===== config.mk =====
export PLATFORM = sky130hd
export DESIGN_NAME = flag_reg_branch_eval
export DESIGN_NICKNAME = d
export VERILOG_FILES = /design/src/rtl/flag_reg_branch_eval.sv
export SDC_FILE = /design/constraint.sdc
export NUM_CORES = 1
export LEC_CHECK = 0
export ABC_AREA = 0
export BUFFER_PORTS_ARGS = -buffer_cell sky130_fd_sc_hd__buf_2
export CAP_MARGIN = 30
export CORE_MARGIN = 2
export CORE_UTILIZATION = 54
export DETAILED_ROUTE_END_ITERATION = 10
export MAX_ROUTING_LAYER = met4
export PLACE_DENSITY = 0.92
export SLEW_MARGIN = 10
export SYNTH_ARGS = -nofsm -noshare
export SYNTH_HDL_FRONTEND = slang
export SYNTH_SLANG_ARGS = --single-unit

===== constraint.sdc =====
create_clock -name clk -period 3.6 [get_ports clk]
set_clock_uncertainty 0.05 [all_clocks]
set_input_delay 0.54 -clock clk [delete_from_list [all_inputs] [get_ports clk]]
set_output_delay 0.54 -clock clk [all_outputs]
set_load 0.03 [all_outputs]

===== src/rtl/flag_reg_branch_eval.sv =====
// Architectural N/V/Z flag register with same-cycle ALU bypass, branch condition
// evaluation with a one-cycle registered result, and a saturating taken-branch counter.
module flag_reg_branch_eval #(
    parameter int CNT_W = 16
) (
    input  logic             clk,
    input  logic             rst,
    input  logic             alu_z,
    input  logic             alu_v,
    input  logic             alu_n,
    input  logic [2:0]       flag_we,
    input  logic             stall,
    input  logic             flush,
    input  logic             br_req,
    input  logic [2:0]       br_cond,
    output logic             br_valid,
    output logic             br_taken,
    output logic [2:0]       flags,
    output logic [CNT_W-1:0] taken_cnt
);

    localparam logic [2:0] CC_NEQ    = 3'b000;
    localparam logic [2:0] CC_EQ     = 3'b001;
    localparam logic [2:0] CC_GT     = 3'b010;
    localparam logic [2:0] CC_LT     = 3'b011;
    localparam logic [2:0] CC_GTE    = 3'b100;
    localparam logic [2:0] CC_LTE    = 3'b101;
    localparam logic [2:0] CC_OVFL   = 3'b110;
    localparam logic [2:0] CC_UNCOND = 3'b111;

    // Flag vectors are packed {N,V,Z} throughout.
    function automatic logic eval_cond(input logic [2:0] cond, input logic [2:0] f);
        logic n, v, z;
        n = f[2];
        v = f[1];
        z = f[0];
        case (cond)
            CC_NEQ:    eval_cond = ~z;
            CC_EQ:     eval_cond = z;
            CC_GT:     eval_cond = ~z & ~n;
            CC_LT:     eval_cond = n;
            CC_GTE:    eval_cond = z | (~z & ~n);
            CC_LTE:    eval_cond = n | z;
            CC_OVFL:   eval_cond = v;
            CC_UNCOND: eval_cond = 1'b1;
            default:   eval_cond = 1'b0;
        endcase
    endfunction

    function automatic logic [2:0] merge_flags(input logic [2:0] held,
                                               input logic [2:0] fresh,
                                               input logic [2:0] mask);
        merge_flags = (held & ~mask) | (fresh & mask);
    endfunction

    function automatic logic [CNT_W-1:0] sat_inc(input logic [CNT_W-1:0] cnt);
        sat_inc = (&cnt) ? cnt : cnt + CNT_W'(1);
    endfunction

    logic [2:0]       alu_flags_p0;
    logic [2:0]       wr_mask_p0;
    logic [2:0]       eff_flags_p0;
    logic             accept_p0;
    logic             cond_p0;

    logic [2:0]       flags_p1;
    logic             vld_p1;
    logic             taken_p1;
    logic [CNT_W-1:0] cnt_p1;

    // Stage p0: bypass ALU flags and evaluate the branch in the decode cycle.
    // A flushed op must neither write nor be seen by the branch, so the mask
    // is gated once here and the merged value doubles as the next register state.
    assign alu_flags_p0 = {alu_n, alu_v, alu_z};
    assign wr_mask_p0   = flag_we & {3{~flush}};
    assign eff_flags_p0 = merge_flags(flags_p1, alu_flags_p0, wr_mask_p0);
    assign accept_p0    = br_req & ~stall & ~flush;
    assign cond_p0      = eval_cond(br_cond, eff_flags_p0);

    // Stage p1: registered flags, branch result and taken counter; stall freezes all.
    always_ff @(posedge clk) begin
        if (rst) begin
            flags_p1 <= 3'b000;
            vld_p1   <= 1'b0;
            taken_p1 <= 1'b0;
            cnt_p1   <= '0;
        end else if (!stall) begin
            flags_p1 <= eff_flags_p0;
            vld_p1   <= accept_p0;
            taken_p1 <= accept_p0 & cond_p0;
            if (accept_p0 && cond_p0) begin
                cnt_p1 <= sat_inc(cnt_p1);
            end
        end
    end

    assign flags     = flags_p1;
    assign br_valid  = vld_p1;
    assign br_taken  = taken_p1;
    assign taken_cnt = cnt_p1;

endmodule


=== Yosys cells after proc, flatten, opt, wreduce, memory -nomap -nowiden ===
Cells that the tools add are included.

* Bitwise logic cells: 16
* Muxes and demuxes: 1
* Add/sub/neg operators: 1
* Equality and inequality tests: 7
* Reduce and logical (&&, ||, !) cells: 4

{| class="wikitable"
|+ Operators by type and width
! operator !! number
|-
| 16-bit by 1-bit adder with 16-bit output (second input constant) || 1
|-
| 16-bit AND reduction || 1
|-
| 3-bit equality test (second input constant) || 4
|-
| 3-bit bitwise AND || 3
|-
| 1-bit case mux with 8 select lines || 1
|-
| 3-bit by 2-bit equality test with 1-bit output (second input constant) || 2
|-
| 1-bit NOT || 5
|-
| 1-bit bitwise AND || 4
|-
| 3-bit by 1-bit equality test with 1-bit output (second input constant) || 1
|-
| 3-bit zero test || 1
|-
| 3-bit NOT || 1
|-
| 3-bit OR || 1
|-
| 3-bit AND reduction || 1
|-
| 1-bit OR || 2
|-
| 1-bit logical AND || 1
|}

* Output and inout port bits: 21
* Word-level logic and storage cells: 33
* Register bits after elaboration: 21

=== Depth between registers and ports, before layout ===
Gate-level depths: netlist (run 1).

* Depth in word-level cells: 11
* Depth in mapped cells: 8

=== Worst setup path after synthesis (run 1) ===
OpenSTA, ideal clock, no wires.

* Kind: input to register
* Start: input port flag_we[0]
* End: register cnt_p1[6] (netlist: taken_cnt[6])
* Path slack: 1.419 ns
* Arrival: 2.008 ns
* Setup time: 0.123 ns
* Stages on the path: 7
* Required time: 3.427 ns
* Cell sequence: nor2b_2 -> mux2i_2 -> o2111ai_1 -> a2bb2oi_2 -> buf_4 -> nor3b_1 -> mux2_1

* Cells in the longest elaborated chain, start to end: 10
* Elaborated cells on any way between the ends: 12
* Classes of those cells: mux (1); bitwise (9); reduce/logical (2)

{| class="wikitable"
|+ RTL lines
! item !! RTL line !! source
|-
| start: declaration || 11 || <nowiki>input logic [2:0] flag_we,</nowiki>
|-
| 3-bit bitwise AND * || 75 || <nowiki>assign wr_mask_p0 = flag_we & {3{~flush}};</nowiki>
|-
| 3-bit NOT || 53 || <nowiki>merge_flags = (held & ~mask) | (fresh & mask);</nowiki>
|-
| 3-bit bitwise AND || 53 ||
|-
| 3-bit OR * || 53 ||
|-
| 1-bit NOT || 38, 40, 42 ||
|-
| 1-bit bitwise AND || 40, 42 ||
|-
| 1-bit OR || 42 || <nowiki>CC_GTE: eval_cond = z | (~z & ~n);</nowiki>
|-
| 1-bit case mux with 8 select lines * || 37 || <nowiki>case (cond)</nowiki>
|-
| 1-bit logical AND * || 91 || <nowiki>if (accept_p0 && cond_p0) begin</nowiki>
|-
| 3-bit AND reduction (no line) * || - ||
|-
| end signal: assignment || 92 || <nowiki>cnt_p1 <= sat_inc(cnt_p1);</nowiki>
|-
| end: declaration || 69 || <nowiki>logic [CNT_W-1:0] cnt_p1;</nowiki>
|}

Mark *: on every way between the ends. The rest lies on a longest branch, timed or not.
A chain may end at the register's enable or synchronous reset.

=== Worst setup path in the final report (run 1) ===
* Start: register cnt_p1[0] (netlist: taken_cnt[0])
* End: register cnt_p1[14] (netlist: taken_cnt[14])

* Cells in the longest elaborated chain, start to end: 3
* Elaborated cells on any way between the ends: 4
* Classes of those cells: add/sub (1); bitwise (1); reduce/logical (2)

{| class="wikitable"
|+ RTL lines
! item
|-
| branches (longest 3 deep; another with 16-bit by 1-bit adder with 16-bit output)
|}

Parallel ways; which one is timed is not known.

==> results of run 1 <==
-- kinds of logic (layout without fill, tap and decap cells) --
family                     after synthesis  count (layout)  synth area share, %
muxes                                    6               6                 5.94
adders and majority gates                1               1                 1.04
AOI/OAI and AO/OA                       42              42                 23.8
buffers and inverters                   13              43                 6.15
DFF                                     21              21                 35.0
and+or+nand+nor                         57              57                 28.1
-- registers in the layout, indices dropped and copies added (netlist names) --
signal and flops:
flags 3, taken_cnt 16, br_taken 1, br_valid 1
-- through the flow --
step / hold WS, ns / area, sq um / power (mW) / utilization, % / std cells
6_report: 0.429 / 1390 / 0.408 / 64.6 / 198
5_1_grt: 0.450 / 1390 / 0.425 / 64.6 / 198
4_1_cts: 0.422 / 1370 / 0.411 / 63.9 / 197
3_5_place_dp: 0.422 / 1350 / 0.296 / 62.7 / 193
3_3_place_gp: 0.401 / 1350 / 0.294 / 62.7 / 193
2_1_floorplan: 0.539 / 1200 / 0.280 / - / 140
-- worst reg2reg max path, cell delays in order (launching register included) --
cell,delay [ns]
dfxtp_1,0.46
ha_1,0.23
and3_1,0.29
a41o_1,0.77
nor3_1,0.16
mux2_1,0.35
-- worst min-delay path by stage --
stage                          start               endpoint  cells past startpoint
2_1_floorplan  br_taken$_SDFFE_PP0N_  br_taken$_SDFFE_PP0N_                      2
3_3_place_gp   br_taken$_SDFFE_PP0N_  br_taken$_SDFFE_PP0N_                      2
3_5_place_dp   br_taken$_SDFFE_PP0N_  br_taken$_SDFFE_PP0N_                      2
4_1_cts                        alu_v  flags[1]$_SDFFE_PP0N_                      3
5_1_grt        br_taken$_SDFFE_PP0N_  br_taken$_SDFFE_PP0N_                      2
6_report       br_taken$_SDFFE_PP0N_  br_taken$_SDFFE_PP0N_                      2
-- Yosys cell counts --
library cell	count	area, sq um
inv_1	4	15.0
o31ai_1	12	90.1
a2bb2oi_2	1	15.0
o311a_1	1	10.0
nor3b_1	1	7.51
a21oi_1	16	80.1
nand3_1	7	35.0
mux2i_2	1	13.8
nand2_1	7	26.3
buf_4	2	15.0
ha_1	1	12.5
o21ai_1	1	5.00
a41o_1	1	10.0
o21a_1	1	7.51
buf_2	2	10.0
or4_1	12	90.1
o2111ai_1	2	17.5
mux2i_1	2	20.0
dfxtp_1	21	420
o21ai_0	3	15.0
mux2_1	2	22.5
nand3b_1	2	15.0
a211oi_1	1	7.51
mux2_4	1	15.0
nor4b_1	1	8.76
buf_6	2	22.5
nor2_1	9	33.8
nor2b_1	5	31.3
a22oi_1	1	7.51
nand4_1	1	6.26
clkbuf_1	3	11.3
a22oi_2	1	12.5
and3_1	5	31.3
nor2b_2	1	8.76
nor3_1	2	10.0
o211ai_1	1	7.51
and3b_1	1	8.76
or3_1	1	6.26
and4_1	2	17.5
-- power groups by stage --
| stage | sequential, mW | clock (mW) | combinational (mW) |
|---|---|---|---|
| global route | 0.237 | 0.126 | 0.0617 |
| finish | 0.237 | 0.115 | 0.0565 |
| floorplan | 0.247 | 0 | 0.0326 |
| global placement | 0.242 | 0 | 0.0519 |
| CTS | 0.237 | 0.119 | 0.0542 |
| detailed placement | 0.242 | 0 | 0.0540 |
-- placed cells by master (no fill, tap or decap), drive strengths merged, types with 2 or more instances in the layout --
| master | n |
|---|---|
| a21oi | 16 |
| a22oi | 2 |
| and3 | 5 |
| and4 | 2 |
| buf | 35 |
| clkbuf | 4 |
| dfxtp | 21 |
| inv | 4 |
| mux2 | 3 |
| mux2i | 3 |
| nand2 | 7 |
| nand3 | 7 |
| nand3b | 2 |
| nor2 | 9 |
| nor2b | 6 |
| nor3 | 2 |
| o2111ai | 2 |
| o21ai | 4 |
| o31ai | 12 |
| or4 | 12 |
-- per-layer routing --
layer / wire length [um] / up-vias / track usage [%]
li1: - / 601 / -
met2: 1360 / 29 / 40.0
met3: 110 / 4 / 2.63
met1: 1150 / 591 / 27.3
met4: 29 / 0 / 10.8
met5: 0 / - / -
-- cell type report --
class,count,area share (%)
clock buffer,4,1.89
sequential,21,30.3
multi-input combinational,106,50.9
tap,28,2.52
inverter,4,1.08
timing repair buffer,35,13.3
==> impl_metrics.py, run 1 <==
metrics = {
    "critical_path": {
        "reg2reg_from": "taken_cnt[0]$_SDFFE_PP0P_",
        "worst-path-max-fanout": 31,
        "cp_slowest_stage_delay_ns": 0.77,
        "cp_cell_sequence": "ha_1 > and3_1 > a41o_1 > nor3_1 > mux2_1",
        "path_delay_family": "compound AO/OA/AOI/OAI gates",
        "crit_cells": 5,
        "r2r_end": "taken_cnt[14]$_SDFFE_PP0P_",
        "start_kind": "flip-flop",
        "cp.arrival_ns": 2.56,
        "cp-endpoint": "taken_cnt[14]$_SDFFE_PP0P_",
        "crit_start": "taken_cnt[0]$_SDFFE_PP0P_",
        "cp.required_ns": 3.75,
        "r2r_cells": 5,
        "crit_type": "flip-flop to flip-flop",
        "end_kind": "flip-flop",
        "worst-path-buf-inv": 0,
        "crit_path_top_delay_cell": "a41o_1",
        "r2r_slack_ns": 1.19,
    },
    "timing": {
        "slew_headroom_pct": 44.5,
        "fin_ws_ns": 1.19,
        "fin_crit_sh_pct": 66.8,
        "finalHoldViolations": 0,
        "fin_tns_setup_ns": 0,
        "min_period_ns": 2.41,
        "grt_setup_unrepaired": "false",
        "fmax_mhz": 416,
        "worstMarginPinSlew_ns": 0.832,
        "slew_violations": 0,
        "setup_viol": 0,
    },
    "route": {
        "vias_per_cell": 6.19,
        "routedWlPerCell_um": 13.4,
        "drcViolationCount": 0,
        "drt_iter0_markers": 17,
        "wirelength_um": 2650,
        "detail-route-antenna-nets": 0,
        "vias": 1225,
        "drtPass1Iterations": 4,
    },
    "placed_design": {
        "dp_hpwl_um": 1870,
        "io_buffers": 34,
        "dp_slack_ns": 0.800,
        "gp_congestion": 0.772,
    },
    "cts": {
        "cts.clk_slew.worst_paths_ns": 0.11,
        "cts_hold_buf": 0,
        "numCtsBuffers": 3,
        "cts_setup_buffers": 0,
        "cts_tree": "done",
        "clockRootBuffer": "clkbuf_4",
        "clkLatencyLatePin_ns": 0.30,
        "htree_levels": 1,
        "ctsResizeCount": 0,
        "clockBufferDepth": 2,
        "cts_num_sinks": 21,
    },
    "power": {
        "p_clk_share_pct": 28.1,
        "power.leakage_nw": 0.567,
        "p_seq_share_pct": 58.0,
        "p_sw_uw": 109,
        "ir_worst_vdd_uv": 234,
        "intPower_uw": 299,
        "p_comb_share_pct": 13.8,
        "cellPowerDensity_nw_per_um2": 294,
        "swShare_pct": 26.8,
    },
    "yosys": {
        "yosysWarnings": 0,
        "syn_area_per_cell_sq_um": 8.57,
        "syn_inst": 140,
        "syn-num-nets": 155,
        "yosysSeqAreaShare_pct": 35.0,
        "syn_area_sq_um": 1200,
        "ys_seq_elements": 21,
        "ys_types": 39,
    },
    "finish": {
        "antennaDiodeCount": 0,
        "drive_gt1_share_pct": 25.3,
        "seq_area_sq_um": 420,
        "multiInputGateArea_sq_um": 706,
        "layout.nets": 186,
        "areaGrowthSynthToFinish_pct": 15.6,
        "fillers": 192,
    },
    "global_routing": {
        "grt_max_degree": 32,
        "overflow": 0,
        "grt_pass1_wl_um": 4570,
        "grt_usage_pct": 23.3,
        "antenna_found_initial": 0,
        "grt_pass1_vias": 1093,
    },
    "floorplan": {
        "die_area_sq_um": 2620,
        "die_y_um": 51.1,
        "ios": 35,
        "rows": 17,
        "core_sq_um": 2150,
        "start_util_pct": 55.9,
        "die_w_um": 51.1,
    },
    "outcome": {
        "status": "finished clean",
    },
    "flow_run": {
        "drv_cap": 0,
    },
    "min_path": {
        "worstHoldPathType": "flip-flop to flip-flop",
    },
}
Note: power is estimated with default switching activity, not from simulation.
==> run 2, diff against run 1 <==
- ABC_AREA: 0 -> 1
- CORE_UTILIZATION: 54 -> 53
- PLACE_DENSITY: 0.92 -> 0.88
- clock period: 3.6 -> 2.5 ns (I/O delays scaled with it)
==> impl_metrics.py, run 2 <==
metrics = {
    "flow_run": {
        "drv_cap": 0,
    },
    "finish": {
        "antennaDiodeCount": 0,
        "layout_commonest_cell": "nand2_1",
        "largest_reg_flops": 16,
        "layout_common_cells": "nand2_1 (71), nor2_1 (42), buf_2 (34)",
        "layout.nets": 283,
        "areaGrowthSynthToFinish_pct": 14.4,
        "fillers": 249,
        "drive_gt1_share_pct": 18.7,
    },
    "yosys": {
        "synth.most_common_cell": "nand2_1",
        "synth_area_leader_cell": "dfxtp_1",
        "syn_inst": 233,
        "syn_area_per_cell_sq_um": 6.05,
        "ys_async_sr_fraction_pct": 0,
        "syn-num-nets": 248,
        "synth_ff_type": "dfxtp_1",
        "synth_edf_count": 0,
        "post-synth-top-area-fraction_pct": 29.8,
        "synth.top_cells.by_count": "nand2_1 (71), nor2_1 (42), inv_1 (33)",
        "yosysSeqAreaShare_pct": 29.8,
        "ys_seq_elements": 21,
        "ys_types": 26,
        "yosysWarnings": 0,
        "synth_area_leaders": "dfxtp_1 (30%), nand2_1 (19%), nor2_1 (11%)",
        "syn_area_sq_um": 1410,
    },
    "route": {
        "drcViolationCount": 0,
        "wirelength_um": 2950,
        "drt_iter0_markers": 51,
        "detail-route-antenna-nets": 0,
        "drtPass1Iterations": 4,
        "vias": 1454,
        "routedWlPerCell_um": 9.93,
        "vias_per_cell": 4.90,
    },
    "floorplan": {
        "core_sq_um": 2500,
        "die_w_um": 55.6,
        "ios": 35,
        "rows": 18,
        "die_area_sq_um": 3090,
        "die_y_um": 55.6,
        "start_util_pct": 56.4,
    },
    "timing": {
        "min_period_ns": 1.89,
        "fin_crit_sh_pct": 75.7,
        "slew_violations": 0,
        "fmax_mhz": 528,
        "hold_ws_ns": 0.273,
        "finalHoldViolations": 0,
        "slew_headroom_pct": 79.4,
        "grt_setup_unrepaired": "false",
        "setup_viol": 0,
        "fin_tns_setup_ns": 0,
        "worstMarginPinSlew_ns": 0.307,
    },
    "cts": {
        "cts.clk_slew.worst_paths_ns": 0.12,
        "numCtsBuffers": 3,
        "htree_levels": 1,
        "clockRootBuffer": "clkbuf_4",
        "clkLatencyLatePin_ns": 0.31,
        "cts_num_sinks": 21,
        "ctsResizeCount": 0,
        "clockBufferDepth": 2,
        "cts_hold_buf": 0,
        "cts_setup_buffers": 0,
        "cts_tree": "done",
    },
    "critical_path": {
        "worst-path-max-fanout": 12,
        "r2r_cells": 10,
        "cp.arrival_ns": 2.03,
        "cp.required_ns": 2.64,
        "end_kind": "flip-flop",
        "start_kind": "flip-flop",
        "cp-endpoint": "taken_cnt[15]$_SDFFE_PP0P_",
        "reg2reg_from": "taken_cnt[0]$_SDFFE_PP0P_",
        "r2r_end": "taken_cnt[15]$_SDFFE_PP0P_",
        "r2r_slack_ns": 0.61,
        "crit_type": "flip-flop to flip-flop",
        "crit_start": "taken_cnt[0]$_SDFFE_PP0P_",
    },
    "power": {
        "ir_worst_vdd_uv": 315,
        "power.leakage_nw": 0.817,
        "cellPowerDensity_nw_per_um2": 391,
    },
    "global_routing": {
        "grt_pass1_wl_um": 5220,
        "grt_pass1_vias": 1231,
        "grt_usage_pct": 21.3,
        "antenna_found_initial": 0,
        "overflow": 0,
        "grt_max_degree": 21,
    },
    "placed_design": {
        "dp_hpwl_um": 2300,
        "gp_congestion": 0.912,
        "io_buffers": 34,
    },
    "outcome": {
        "status": "finished clean",
    },
    "min_path": {
        "worstHoldPathType": "primary input to flip-flop",
    },
}
-- run 2: power by group --
part	switching [mW]	internal, mW	total (mW)	leakage, nW
combinational	0.0796	0.0375	0.117	0.632
sequential	0.00656	0.343	0.349	0.170
clock	0.101	0.0622	0.163	0.0150
total	0.187	0.443	0.630	0.817
-- run 2: area by class of cell --
| cell class | count | area, sq um | share of cell area (%) |
|---|---|---|---|
| Clock buffer | 4 | 26.3 | 1.63 |
| Timing Repair Buffer | 36 | 185 | 11.5 |
| Inverter | 36 | 138 | 8.54 |
| Tap cell | 30 | 37.5 | 2.33 |
| Multi-Input combinational cell | 170 | 805 | 49.9 |
| Sequential cell | 21 | 420 | 26.1 |
-- run 2: worst min path at each step --
| stage | startpoint | to | slack, ns | depth (start not counted) |
|---|---|---|---|---|
| floorplan | rst | br_taken$_SDFFE_PP0N_ | 0.39 | 1 |
| finish | stall | flags[2]$_SDFFE_PP0N_ | 0.27 | 3 |
| global placement | br_valid$_SDFFE_PP0N_ | br_valid$_SDFFE_PP0N_ | 0.40 | 2 |
| global route | stall | br_valid$_SDFFE_PP0N_ | 0.27 | 3 |
| CTS | stall | flags[2]$_SDFFE_PP0N_ | 0.27 | 3 |
| detailed placement | br_taken$_SDFFE_PP0N_ | br_taken$_SDFFE_PP0N_ | 0.40 | 2 |
-- run 2: through the flow --
step	total power, mW	std cells	instance area, sq um	util, %	setup WS [ns]
finish	0.630	297	1610	64.5	0.607
global route	0.667	297	1610	64.5	0.453
CTS	0.638	297	1610	64.5	0.608
detailed placement	0.473	293	1590	63.4	0.547
global placement	0.472	293	1590	63.4	0.571
floorplan	0.444	233	1410	-	0.572
-- run 2: kinds of logic after synthesis --
logic type	Yosys count	synth area share [%]
adder cells (fa/ha/maj)	1	0.888
flip-flops	21	29.8
AO/OA/AOI/OAI	9	4.35
XOR/XNOR	6	3.73
buffers and inverters	42	13.1
AND/OR/NAND/NOR	154	48.1
-- run 2: metal layers --
layer	routed length [um]	GRT usage (%)	up-vias
met5	0	-	-
met1	1430	29.2	633
met4	30	7.32	0
met2	1380	32.8	26
met3	109	2.11	4
li1	-	-	791
-- run 2: worst max-delay path, cell delays in order (launching register included) --
cell and delay (ns):
dfxtp_1 0.40, ha_1 0.22, nand2_2 0.10, nor2_4 0.13
nand3_4 0.10, o21ai_4 0.31, inv_4 0.09, nand3_2 0.21
nand2_1 0.09, nand2_1 0.06, nor2_1 0.04
==> run 3, diff against run 2 <==
- clock period: 2.5 -> 1.8 ns (I/O delays scaled with it)
==> impl_metrics.py, run 3 (synthesis gave the netlist of run 2 again) <==
metrics = {
    "outcome": {
        "status": "finished clean",
    },
    "global_routing": {
        "grt_util_met3_pct": 5.15,
        "grt_pass1_wl_um": 5580,
        "grt_pass1_vias": 1362,
        "overflow": 0,
        "grt_usage_pct": 22.9,
        "antenna_found_initial": 0,
        "grt_most_used_layer": "met2",
        "grt_max_degree": 21,
        "use_met2_pct": 39.8,
        "met1_usage_pct": 25.9,
    },
    "route": {
        "detail-route-antenna-nets": 0,
        "vias_per_cell": 5.10,
        "routedWlPerCell_um": 11.0,
        "drt_iter0_markers": 45,
        "drcViolationCount": 0,
        "wirelength_um": 3310,
        "vias": 1539,
        "drtPass1Iterations": 4,
    },
    "floorplan": {
        "ios": 35,
        "die_area_sq_um": 3090,
        "die_w_um": 55.6,
        "start_util_pct": 56.4,
        "core_sq_um": 2500,
        "die_y_um": 55.6,
        "rows": 18,
    },
    "cts": {
        "cts.clk_slew.worst_paths_ns": 0.11,
        "cts_num_sinks": 21,
        "cts_tree": "done",
        "htree_levels": 1,
        "clkLatencyLatePin_ns": 0.31,
        "numCtsBuffers": 3,
        "ctsResizeCount": 0,
        "clockBufferDepth": 2,
        "clockRootBuffer": "clkbuf_4",
        "cts_setup_buffers": 0,
        "cts_hold_buf": 0,
    },
    "finish": {
        "layout_commonest_cell": "nand2_1",
        "layout_common_cells": "nand2_1 (71), nor2_1 (41), buf_2 (34)",
        "antennaDiodeCount": 0,
        "areaGrowthSynthToFinish_pct": 20.2,
        "largest_reg_flops": 16,
        "drive_gt1_share_pct": 22.1,
        "layout.nets": 288,
        "fillers": 232,
    },
    "critical_path": {
        "cp_slowest_stage_delay_ns": 0.39,
        "worst-path-max-fanout": 12,
        "cp.required_ns": 1.96,
        "worst-path-buf-inv": 1,
        "start_kind": "flip-flop",
        "path_delay_family": "simple AND/OR/NAND/NOR gates",
        "crit_type": "flip-flop to flip-flop",
        "crit_path_top_delay_cell": "dfxtp_2",
        "cp.arrival_ns": 1.85,
        "cp_cell_sequence": "ha_4 > nand2_2 > nor2_4 > nand3_4 > o21ai_4 > inv_4 > nand3_4 > nand2_1 > nand2_1 > nor2_2",
        "end_kind": "flip-flop",
    },
    "timing": {
        "fin_tns_setup_ns": 0,
        "setup_viol": 0,
        "fmax_mhz": 592,
        "worstMarginPinSlew_ns": 0.291,
        "grt_setup_unrepaired": "false",
        "min_period_ns": 1.69,
        "finalHoldViolations": 0,
        "slew_violations": 0,
        "hold_ws_ns": 0.163,
        "fin_crit_sh_pct": 93.9,
        "slew_headroom_pct": 80.5,
    },
    "placed_design": {
        "dp_hpwl_um": 2550,
        "gp_congestion": 0.874,
        "io_buffers": 34,
    },
    "min_path": {
        "worstHoldPathType": "primary input to flip-flop",
    },
    "power": {
        "cellPowerDensity_nw_per_um2": 530,
        "finalPower_uw": 898,
        "swShare_pct": 30.2,
        "p_sw_uw": 271,
        "p_seq_share_pct": 54.1,
        "ir_worst_vdd_uv": 410,
        "p_comb_share_pct": 20.2,
        "p_clk_share_pct": 25.7,
        "intPower_uw": 626,
        "power.leakage_nw": 0.845,
    },
    "flow_run": {
        "drv_cap": 0,
    },
}
==> run 3: cell type report <==
| type | count | area, sq um | share of cell area (%) |
|---|---|---|---|
| multi-input combinational | 170 | 827 | 48.8 |
| inverter | 36 | 138 | 8.12 |
| clock buffer | 4 | 26.3 | 1.55 |
| timing repair buffer | 41 | 239 | 14.1 |
| sequential | 21 | 427 | 25.2 |
| tap | 30 | 37.5 | 2.22 |
==> run 3: power by group through the flow <==
stage          Sequential [mW]  Clock, mW  Combinational, mW
3_3_place_gp             0.496          0              0.172
4_1_cts                  0.486      0.240              0.176
3_5_place_dp             0.496          0              0.175
6_report                 0.485      0.231              0.181
2_1_floorplan            0.518          0             0.0983
5_1_grt                  0.487      0.249              0.200
==> run 3: routing by layer <==
layer  up-vias  wire, um
met3         6       186
met5         -         0
met1       687      1480
met4         0        49
li1        799         -
met2        47      1590
==> run 3: worst register-to-register path, delay by kind of cell, from the launching register on <==
kind / cells / cell delay [ns]
AO/OA/AOI/OAI: 1 / 0.19
buffers and inverters: 1 / 0.08
adder cells (fa/ha/maj): 1 / 0.16
AND/OR/NAND/NOR: 7 / 0.72
flip-flops: 1 / 0.39
==> run 3: path summary, 6_finish.rpt <==
check                                          startpoint                        end  slack [ns]  depth (start not counted)
worst max register to register  taken_cnt[0]$_SDFFE_PP0P_  taken_cnt[1]$_SDFFE_PP0P_        0.11                         10
worst max-delay path            taken_cnt[0]$_SDFFE_PP0P_  taken_cnt[1]$_SDFFE_PP0P_        0.11                         10
worst min-delay path                                stall      flags[2]$_SDFFE_PP0N_        0.16                          3
worst min register to register      br_taken$_SDFFE_PP0N_      br_taken$_SDFFE_PP0N_        0.44                          2
==> run 3: through the flow <==
| stage | setup WS [ns] | cells | utilization (%) | cell area [sq um] |
|---|---|---|---|---|
| final | 0.110 | 302 | 67.8 | 1690 |
| after global routing | 0.000947 | 302 | 67.8 | 1690 |
| after CTS | 0.0263 | 302 | 66.6 | 1660 |
| after detailed placement | 0.0377 | 298 | 65.5 | 1640 |
| after global placement | 0.111 | 298 | 65.5 | 1640 |
| after floorplan | 0.00447 | 233 | - | 1410 |
